===== src/rtl/bcd_cnt_7seg_if.sv =====
// Control/status bundle for the BCD counter: enable, direction, load strobe and
// value in; count, 7-segment pattern, tick and wrap out.
interface bcd_cnt_7seg_if #(
  parameter int DIGITS = 4
);
  logic                  i_en;
  logic                  i_up;
  logic                  i_load;
  logic [4*DIGITS-1:0]   i_load_val;
  logic [4*DIGITS-1:0]   o_bcd;
  logic [8*DIGITS-1:0]   o_seg;
  logic                  o_tick;
  logic                  o_wrap;

  modport master (
    output i_en, i_up, i_load, i_load_val,
    input  o_bcd, o_seg, o_tick, o_wrap
  );

  modport slave (
    input  i_en, i_up, i_load, i_load_val,
    output o_bcd, o_seg, o_tick, o_wrap
  );
endinterface


===== src/rtl/bcd_cnt_7seg.sv =====
// Prescaled up/down BCD counter with per-digit active-low 7-segment decode.
// Define LEAD_ZERO_BLANK_EN to blank leading zero digits (digit 0 always shown).

// One decimal digit: load, carry/borrow propagation and segment decode.
module bcd_cnt_7seg_digit (
  input  logic       clk,
  input  logic       rst,
  input  logic       load,
  input  logic [3:0] load_nib,
  input  logic       cin,
  input  logic       up,
  output logic [3:0] q,
  output logic       cout,
  output logic [7:0] seg
);
  always_ff @(posedge clk) begin
    if (rst)
      q <= 4'd0;
    else if (load)
      q <= (load_nib > 4'd9) ? 4'd0 : load_nib;
    else if (cin) begin
      // Out-of-range values fold to the wrap target so a nibble can never exceed 9.
      if (up)
        q <= (q >= 4'd9) ? 4'd0 : q + 4'd1;
      else
        q <= (q == 4'd0 || q > 4'd9) ? 4'd9 : q - 4'd1;
    end
  end

  assign cout = cin & (up ? (q == 4'd9) : (q == 4'd0));

  always_comb begin
    seg = 8'hFF;
    case (q)
      4'd0:    seg = 8'hC0;
      4'd1:    seg = 8'hF9;
      4'd2:    seg = 8'hA4;
      4'd3:    seg = 8'hB0;
      4'd4:    seg = 8'h99;
      4'd5:    seg = 8'h92;
      4'd6:    seg = 8'h82;
      4'd7:    seg = 8'hF8;
      4'd8:    seg = 8'h80;
      4'd9:    seg = 8'h90;
      default: seg = 8'hFF;
    endcase
  end
endmodule

module bcd_cnt_7seg #(
  parameter int DIGITS = 4,
  parameter int DIV_BY = 50_000_000
) (
  input  logic            i_clk,
  input  logic            i_rst,
  bcd_cnt_7seg_if.slave   bus
);
  localparam int PW = (DIV_BY > 1) ? $clog2(DIV_BY) : 1;
  localparam logic [PW-1:0] PRE_MAX = PW'(DIV_BY - 1);

  logic [PW-1:0]              presc;
  logic                       tick;
  logic                       step;
  logic [DIGITS:0]            carry;
  logic [DIGITS-1:0][3:0]     dig;
  logic [DIGITS-1:0][3:0]     ld_nib;
  logic [DIGITS-1:0][7:0]     raw_seg;
  logic [DIGITS-1:0][7:0]     seg;
  logic                       wrap_q;

  // Free-running prescaler; only reset and load restart its phase.
  always_ff @(posedge i_clk) begin
    if (i_rst)
      presc <= '0;
    else if (bus.i_load || tick)
      presc <= '0;
    else
      presc <= presc + PW'(1);
  end

  assign tick     = (presc == PRE_MAX);
  assign step     = tick & bus.i_en & ~bus.i_load;
  assign carry[0] = step;
  assign ld_nib   = bus.i_load_val;

  genvar k;
  generate
    for (k = 0; k < DIGITS; k++) begin : g_dig
      bcd_cnt_7seg_digit u_dig (
        .clk      (i_clk),
        .rst      (i_rst),
        .load     (bus.i_load),
        .load_nib (ld_nib[k]),
        .cin      (carry[k]),
        .up       (bus.i_up),
        .q        (dig[k]),
        .cout     (carry[k+1]),
        .seg      (raw_seg[k])
      );
    end
  endgenerate

`ifdef LEAD_ZERO_BLANK_EN
  // hi_zero[k]: digit k and every digit above it are zero.
  logic [DIGITS:0] hi_zero;
  assign hi_zero[DIGITS] = 1'b1;
  generate
    for (k = 0; k < DIGITS; k++) begin : g_blank
      assign hi_zero[k] = hi_zero[k+1] & (dig[k] == 4'd0);
      if (k == 0) begin : g_lsd
        assign seg[k] = raw_seg[k];
      end else begin : g_hsd
        assign seg[k] = hi_zero[k] ? 8'hFF : raw_seg[k];
      end
    end
  endgenerate
`else
  assign seg = raw_seg;
`endif

  // Carry out of the top digit is exactly a full-range wrap in either direction.
  always_ff @(posedge i_clk) begin
    if (i_rst)
      wrap_q <= 1'b0;
    else
      wrap_q <= carry[DIGITS];
  end

  assign bus.o_bcd  = dig;
  assign bus.o_seg  = seg;
  assign bus.o_tick = tick;
  assign bus.o_wrap = wrap_q;
endmodule


===== src/flat_wrapper.sv =====
// flat-port wrapper written by rule: the top's interface ports become plain ports
module bcd_cnt_7seg_flat 
#(
  parameter int DIGITS = 4,
  parameter int DIV_BY = 50_000_000
)
  (i_clk, i_rst, bus_i_en, bus_i_up, bus_i_load, bus_i_load_val, bus_o_bcd, bus_o_seg, bus_o_tick, bus_o_wrap);
  bcd_cnt_7seg_if #(.DIGITS(DIGITS)) bus_i ();
  input  logic i_clk;
  input  logic i_rst;
  input wire logic [$bits(bus_i.i_en)-1:0] bus_i_en;
  input wire logic [$bits(bus_i.i_up)-1:0] bus_i_up;
  input wire logic [$bits(bus_i.i_load)-1:0] bus_i_load;
  input wire logic [$bits(bus_i.i_load_val)-1:0] bus_i_load_val;
  output wire logic [$bits(bus_i.o_bcd)-1:0] bus_o_bcd;
  output wire logic [$bits(bus_i.o_seg)-1:0] bus_o_seg;
  output wire logic [$bits(bus_i.o_tick)-1:0] bus_o_tick;
  output wire logic [$bits(bus_i.o_wrap)-1:0] bus_o_wrap;
  assign bus_i.i_en = bus_i_en;
  assign bus_i.i_up = bus_i_up;
  assign bus_i.i_load = bus_i_load;
  assign bus_i.i_load_val = bus_i_load_val;
  assign bus_o_bcd = bus_i.o_bcd;
  assign bus_o_seg = bus_i.o_seg;
  assign bus_o_tick = bus_i.o_tick;
  assign bus_o_wrap = bus_i.o_wrap;
  bcd_cnt_7seg #(.DIGITS(DIGITS), .DIV_BY(DIV_BY)) u_core (.i_clk(i_clk), .i_rst(i_rst), .bus(bus_i));
endmodule

===== config.mk =====
export PLATFORM = sky130hd
export DESIGN_NAME = bcd_cnt_7seg_flat
export DESIGN_NICKNAME = d
export VERILOG_FILES = /design/src/rtl/bcd_cnt_7seg_if.sv /design/src/rtl/bcd_cnt_7seg.sv /design/src/flat_wrapper.sv
export SDC_FILE = /design/constraint.sdc
export NUM_CORES = 1
export LEC_CHECK = 0
export CORE_MARGIN = 2
export CORE_UTILIZATION = 35
export CTS_CLUSTER_DIAMETER = 60
export DETAILED_ROUTE_END_ITERATION = 16
export GPL_TIMING_DRIVEN = 0
export PLACE_DENSITY_LB_ADDON = 0.15
export SLEW_MARGIN = 20
export SYNTH_ARGS = -nofsm -noshare
export SYNTH_HDL_FRONTEND = slang
export SYNTH_SLANG_ARGS = --single-unit

===== constraint.sdc =====
create_clock -name i_clk -period 9.2 [get_ports i_clk]
set_clock_uncertainty 0.15 [all_clocks]
set_input_delay 0.92 -clock i_clk [delete_from_list [all_inputs] [get_ports i_clk]]
set_output_delay 0.92 -clock i_clk [all_outputs]
set_load 0.02 [all_outputs]

After elaboration in Yosys (flattened, before gate mapping)
Memory sizes are Yosys's and may differ from the RTL's. A register that Yosys moved wholly into a read port is not among the register bits.
Index checks and enable logic that the tools add are counted.
{ "word_totals": {"rom_bits": 448, "register_bits": 43, "memories": 4, "elab_cells": 93, "out_inout_bits": 50, "in_bits": 21} }
{ "op_classes": {"magnitude_cmp": 12, "n_mux": 36, "n_addsub": 9, "reduce_logical": 14, "bitwise": 7, "n_eq_ne": 5} }
{ "memory_table": {"columns": ["name", "words", "word_bits", "read_ports", "rd_clocked_by_memory_dff", "wr", "line", "text"], "rows": [
  ["(no name shown)", 16, 7, 1, 1, 0, "bcd_cnt_7seg.sv:34", "case (q)"],
  ["(no name shown)", 16, 7, 1, 1, 0, "bcd_cnt_7seg.sv:34", null],
  ["(no name shown)", 16, 7, 1, 1, 0, "bcd_cnt_7seg.sv:34", null],
  ["(no name shown)", 16, 7, 1, 1, 0, "bcd_cnt_7seg.sv:34", null]
]} }
{ "op_table": {"columns": ["op", "n"], "rows": [
  ["4-bit two-way mux", 32],
  ["4-bit greater-than comparator (second input constant)", 8],
  ["26-bit by 1-bit adder with 26-bit output (second input constant)", 1],
  ["26-bit == test (second input constant)", 1],
  ["4-bit by 1-bit adder with 4-bit output (second input constant)", 4],
  ["4-bit == test (second input constant)", 4],
  ["4-bit >= comparator (second input constant)", 4],
  ["4-bit zero test", 4],
  ["4-bit by 1-bit subtractor with 4-bit output (second input constant)", 4],
  ["2-bit nonzero test", 4],
  ["1-bit AND", 6],
  ["1-bit logical OR", 5],
  ["1-bit two-way mux", 4],
  ["2-bit OR reduction", 1],
  ["1-bit NOT", 1]
]} }

Depth between registers and ports, before layout
{ "depth": {"ltp_word": 10, "ltp_mapped": 14, "mapped_depth_nobuf": 13} }

Modules after synthesis
Synthesis repeated with hierarchy kept, for this count alone.
{ "hier_totals": {"hier_cells": 522, "area_unflattened_um2": 4669.5} }
{ "by_module_without_submodules": {"columns": ["mod", "cells_each", "seq_area_each_um2", "area_per_inst_um2", "n_inst"], "rows": [
  ["bcd_cnt_7seg_digit at u_core.g_dig[0].u_dig ...", 93, 220.2, 858.3, 3],
  ["bcd_cnt_7seg", 145, 540.5, 1236.2, 1],
  ["bcd_cnt_7seg_digit at u_core.g_dig[1].u_dig", 98, 220.2, 858.3, 1]
]} }

Least setup slack after synthesis
OpenSTA, ideal clock, no wires.
{ "synth_timing": {"kind": "in2reg", "startpoint": "in bus_i_up", "endpoint": "reg u_core.g_dig[2].u_dig.seg[3] (netlist name)", "t_arrival_ns": 3.497, "path_stages": 10, "setup_time_ns": 0.095, "t_required_ns": 8.955, "n_path_buf": 1, "slack_ns": 5.457, "path_cell_list": "or3b_4 a21o_4 or4_1 buf_2 or4b_4 a21oi_1 inv_1 ha_1 nor2_1 a221oi_1"} }
{ "synth_between": {"elab_chain_len": 6, "word_cells_on_any_way": 10, "classes_between": "7 x mux; 2 x bitwise; 1 x reduce/logical"} }
{ "synth_rtl": {"columns": ["element", "line", "text"], "rows": [
  ["start, declared", "flat_wrapper.sv:12", "input wire logic [$bits(bus_i.i_up)-1:0] bus_i_up;"],
  ["1-bit two-way mux", "bcd_cnt_7seg.sv:30", "assign cout = cin & (up ? (q == 4'd9) : (q == 4'd0));"],
  ["1-bit AND (2 in a row)", "bcd_cnt_7seg.sv:30", null],
  ["2-bit nonzero test (no line)", null, null],
  ["4-bit two-way mux (no line) * (2 in a row)", null, null]
]} }
Mark *: on every way between the ends. The rest lies on a longest branch, timed or not. The select of a mux whose other input is x is not followed.
A chain may end at the register's enable or synchronous reset.

Worst setup path in the final report
{ "layout_timing": {"startpoint": "in bus_i_up", "endpoint": "reg u_core.g_dig[2].u_dig.seg[3] (netlist name)"} }
{ "layout_between": {"elab_chain_len": 6, "word_cells_on_any_way": 10, "classes_between": "7 x mux; 2 x bitwise; 1 x reduce/logical"} }
{ "layout_rtl": {"columns": ["element", "line"], "rows": [
  ["1-bit two-way mux", "bcd_cnt_7seg.sv:30"],
  ["1-bit AND (2 in a row)", "bcd_cnt_7seg.sv:30"],
  ["2-bit nonzero test (no line)", null],
  ["4-bit two-way mux (no line) * (2 in a row)", null]
]} }
Marks and branches as above.

==> flow_metrics.py <==
metrics = {
    "clock_network": {
        "clock-sinks": 71,
        "root_buffer": "clkbuf_16",
        "cts_buffers": 9,
        "cts_resized": 0,
        "htree_levels": 3,
        "clockBufferDepth": 2,
        "cts_tree": "done",
        "post_cts_buffers": 0,
        "cts_hold_buffers": 0,
        "cts.clk_slew.worst_paths_ns": 0.05,
        "clk_latency_ns": 0.34,
    },
    "critical_path": {
        "critical_path_buf_inv_count": 3,
        "path_cells": "clkdlybuf4s50_1, or3b_4, a21o_4, or4_1, buf_2, or4b_4, a21oi_1, inv_1, ha_1, nor2_1, a221oi_1",
        "cpMaxStageDelayCell": "or4_1",
        "cp-start-kind": "input port",
        "crit_type": "in -> reg",
        "cpPeakStageDelay_ns": 0.55,
        "worstPathMaxFanout": 8,
        "worstSetupEndpointType": "flip-flop",
        "cp_data_required_time_ns": 9.29,
        "path_delay_family": "simple AND/OR/NAND/NOR gates",
        "arrival_ns": 4.36,
    },
    "global_route": {
        "grt_pass1_wl_um": 20200,
        "antenna_found_initial": 0,
        "grt.total_usage_pct": 17.5,
        "gr-total-overflow": 0,
        "grt_pass1_vias": 4108,
        "grt_start_max_net_pins": 12,
    },
    "pwr": {
        "power_mw": 0.843,
        "power.density_nw_per_um2": 147,
        "ir_drop_v": 0.0000646,
        "p_leak_nw": 2.23,
    },
    "route": {
        "postRouteAntennaNets": 0,
        "routed_wirelength_um": 12000,
        "wl_per_cell_um": 15.0,
        "vias_per_cell": 5.30,
        "detailroute.via_count": 4254,
        "drc": 0,
        "dr.pass1.iters": 5,
        "drt-initial-drc-count": 303,
    },
    "synthesis": {
        "synthesis.area_um2": 4580,
        "postSynthCellCount": 547,
        "synth-seq-cells": 71,
        "synth_area_per_cell_um2": 8.37,
        "yosysWarnings": 0,
        "synthFlopType": "dfxtp_1",
        "synth_seq_area_share_pct": 31.0,
        "synth-edff-count": 0,
        "synthArstFlopShare_pct": 0,
        "yosysUniqueCellTypes": 81,
    },
    "floorplanning": {
        "die_y_um": 118,
        "start_util_pct": 36.0,
        "ios": 71,
        "row_count": 41,
        "coreArea_um2": 12700,
        "die_area_um2": 14000,
        "die_x_um": 118,
    },
    "run": {
        "cap_violations": 0,
    },
    "sta": {
        "setup_viol": 0,
        "maxSlewHeadroom_pct": 49.6,
        "worst_slew_pin_slew_ns": 0.748,
        "rsz0062_at_grt": "false",
        "drv_slew": 0,
        "finalSetupTns_ns": 0,
        "hold_violations": 0,
        "fmax_ghz": 0.234,
        "period_share_pct": 46.5,
        "min_period_ns": 4.27,
    },
    "layout": {
        "drive_above_1_share_pct": 9.03,
        "nets": 684,
        "mostFrequentLayoutCell": "dfxtp_1",
        "final_cell_mix": "dfxtp_1, clkdlybuf4s50_1, nor2_1",
        "antenna_cells": 0,
        "synthToLayoutAreaGrowth_pct": 25.2,
    },
    "run_status": {
        "status": "finished, final reports clean",
    },
    "place": {
        "hpwlAfterDp_um": 8970,
        "portBuffers": 65,
        "gp_congestion": 0.885,
    },
    "min_path": {
        "hold_class": "reg -> reg",
    },
}
## worst reg2reg max path, stage by stage, from the launching register on
cell      delay [ns]
dfxtp_1         0.40
inv_1           0.15
ha_1            0.18
or3b_4          0.39
a21o_4          0.25
or4_1           0.55
buf_2           0.20
or4b_4          0.51
a21oi_1         0.27
inv_1           0.13
ha_1            0.32
nor2_1          0.05
a221oi_1        0.23
## area by class of cell
type	instances	area [um^2]
Buffer	31	206
Clock inverter	3	17.5
Tap cell	172	215
Inverter	46	173
Fill cell	1291	6990
Multi-Input combinational cell	402	2790
Sequential cell	71	1420
Timing Repair Buffer	65	651
Clock buffer	13	260
## metal layers
layer	vias up	track usage, %	wire length (um)
li1	2127	-	-
met2	111	27.6	5340
met3	12	3.91	658
met1	2004	23.9	5890
met4	0	5.21	154
met5	-	0	0
## logic make-up after synthesis
family	share of synthesized area, %
and+or+nand+nor	22.4
AOI/OAI and AO/OA	20.8
buffers and inverters	8.28
DFF	31.0
adders and majority gates	10.1
xor gates and xnor gates	4.59
muxes	2.70
other	0.0819
## worst paths after layout
path	from	endpoint	slack, ns	cells past startpoint
max	bus_i_up	u_core.g_dig[2].u_dig.seg[3]	4.93	11
min	u_core.presc[0]	u_core.presc[0]	0.31	1
max reg2reg	u_core.g_dig[0].u_dig.q[0]	u_core.g_dig[2].u_dig.seg[3]	5.34	12
min reg2reg	u_core.presc[0]	u_core.presc[0]	0.31	1
## where the power goes
group / internal, mW / total [mW] / switching (mW)
logic: 0.0819 / 0.183 / 0.101
clock network: 0.196 / 0.326 / 0.129
registers: 0.325 / 0.334 / 0.00951
total: 0.603 / 0.843 / 0.240
## stage by stage
| stage | setup slack, ns | hold WS, ns | cells | util (%) | instance area (um^2) |
|---|---|---|---|---|---|
| global placement | 4.60 | 0.293 | 787 | 42.9 | 5460 |
| CTS | 4.97 | 0.321 | 803 | 45.1 | 5740 |
| detailed placement | 4.62 | 0.308 | 787 | 42.9 | 5460 |
| global route | 4.78 | 0.355 | 803 | 45.1 | 5740 |
| floorplan | 5.46 | 0.280 | 550 | - | 4590 |
| finish | 4.93 | 0.310 | 803 | 45.1 | 5740 |
## synthesized netlist by cell type (6+ instances only)
master | n | area [um^2]
a21oi_1 | 29 | 145
a31oi_1 | 6 | 37.5
and3_1 | 8 | 50.1
buf_2 | 8 | 40.0
clkbuf_1 | 11 | 41.3
dfxtp_1 | 71 | 1420
ha_1 | 37 | 463
inv_1 | 44 | 165
mux2i_1 | 9 | 90.1
nand2_1 | 32 | 120
nand3_1 | 18 | 90.1
nand4_1 | 12 | 75.1
nor2_1 | 57 | 214
nor3_1 | 12 | 60.1
nor4_1 | 6 | 37.5
o21ai_0 | 24 | 120
xnor2_1 | 9 | 78.8
xor2_1 | 15 | 131
## state kept, by name, indices dropped and copies added, names as in the netlist
name	flops
u_core.g_dig.u_dig.seg	28
u_core.presc	26
u_core.g_dig.u_dig.q	16
u_core.bus.o_wrap	1
Note: power is estimated with default switching activity, not from simulation.
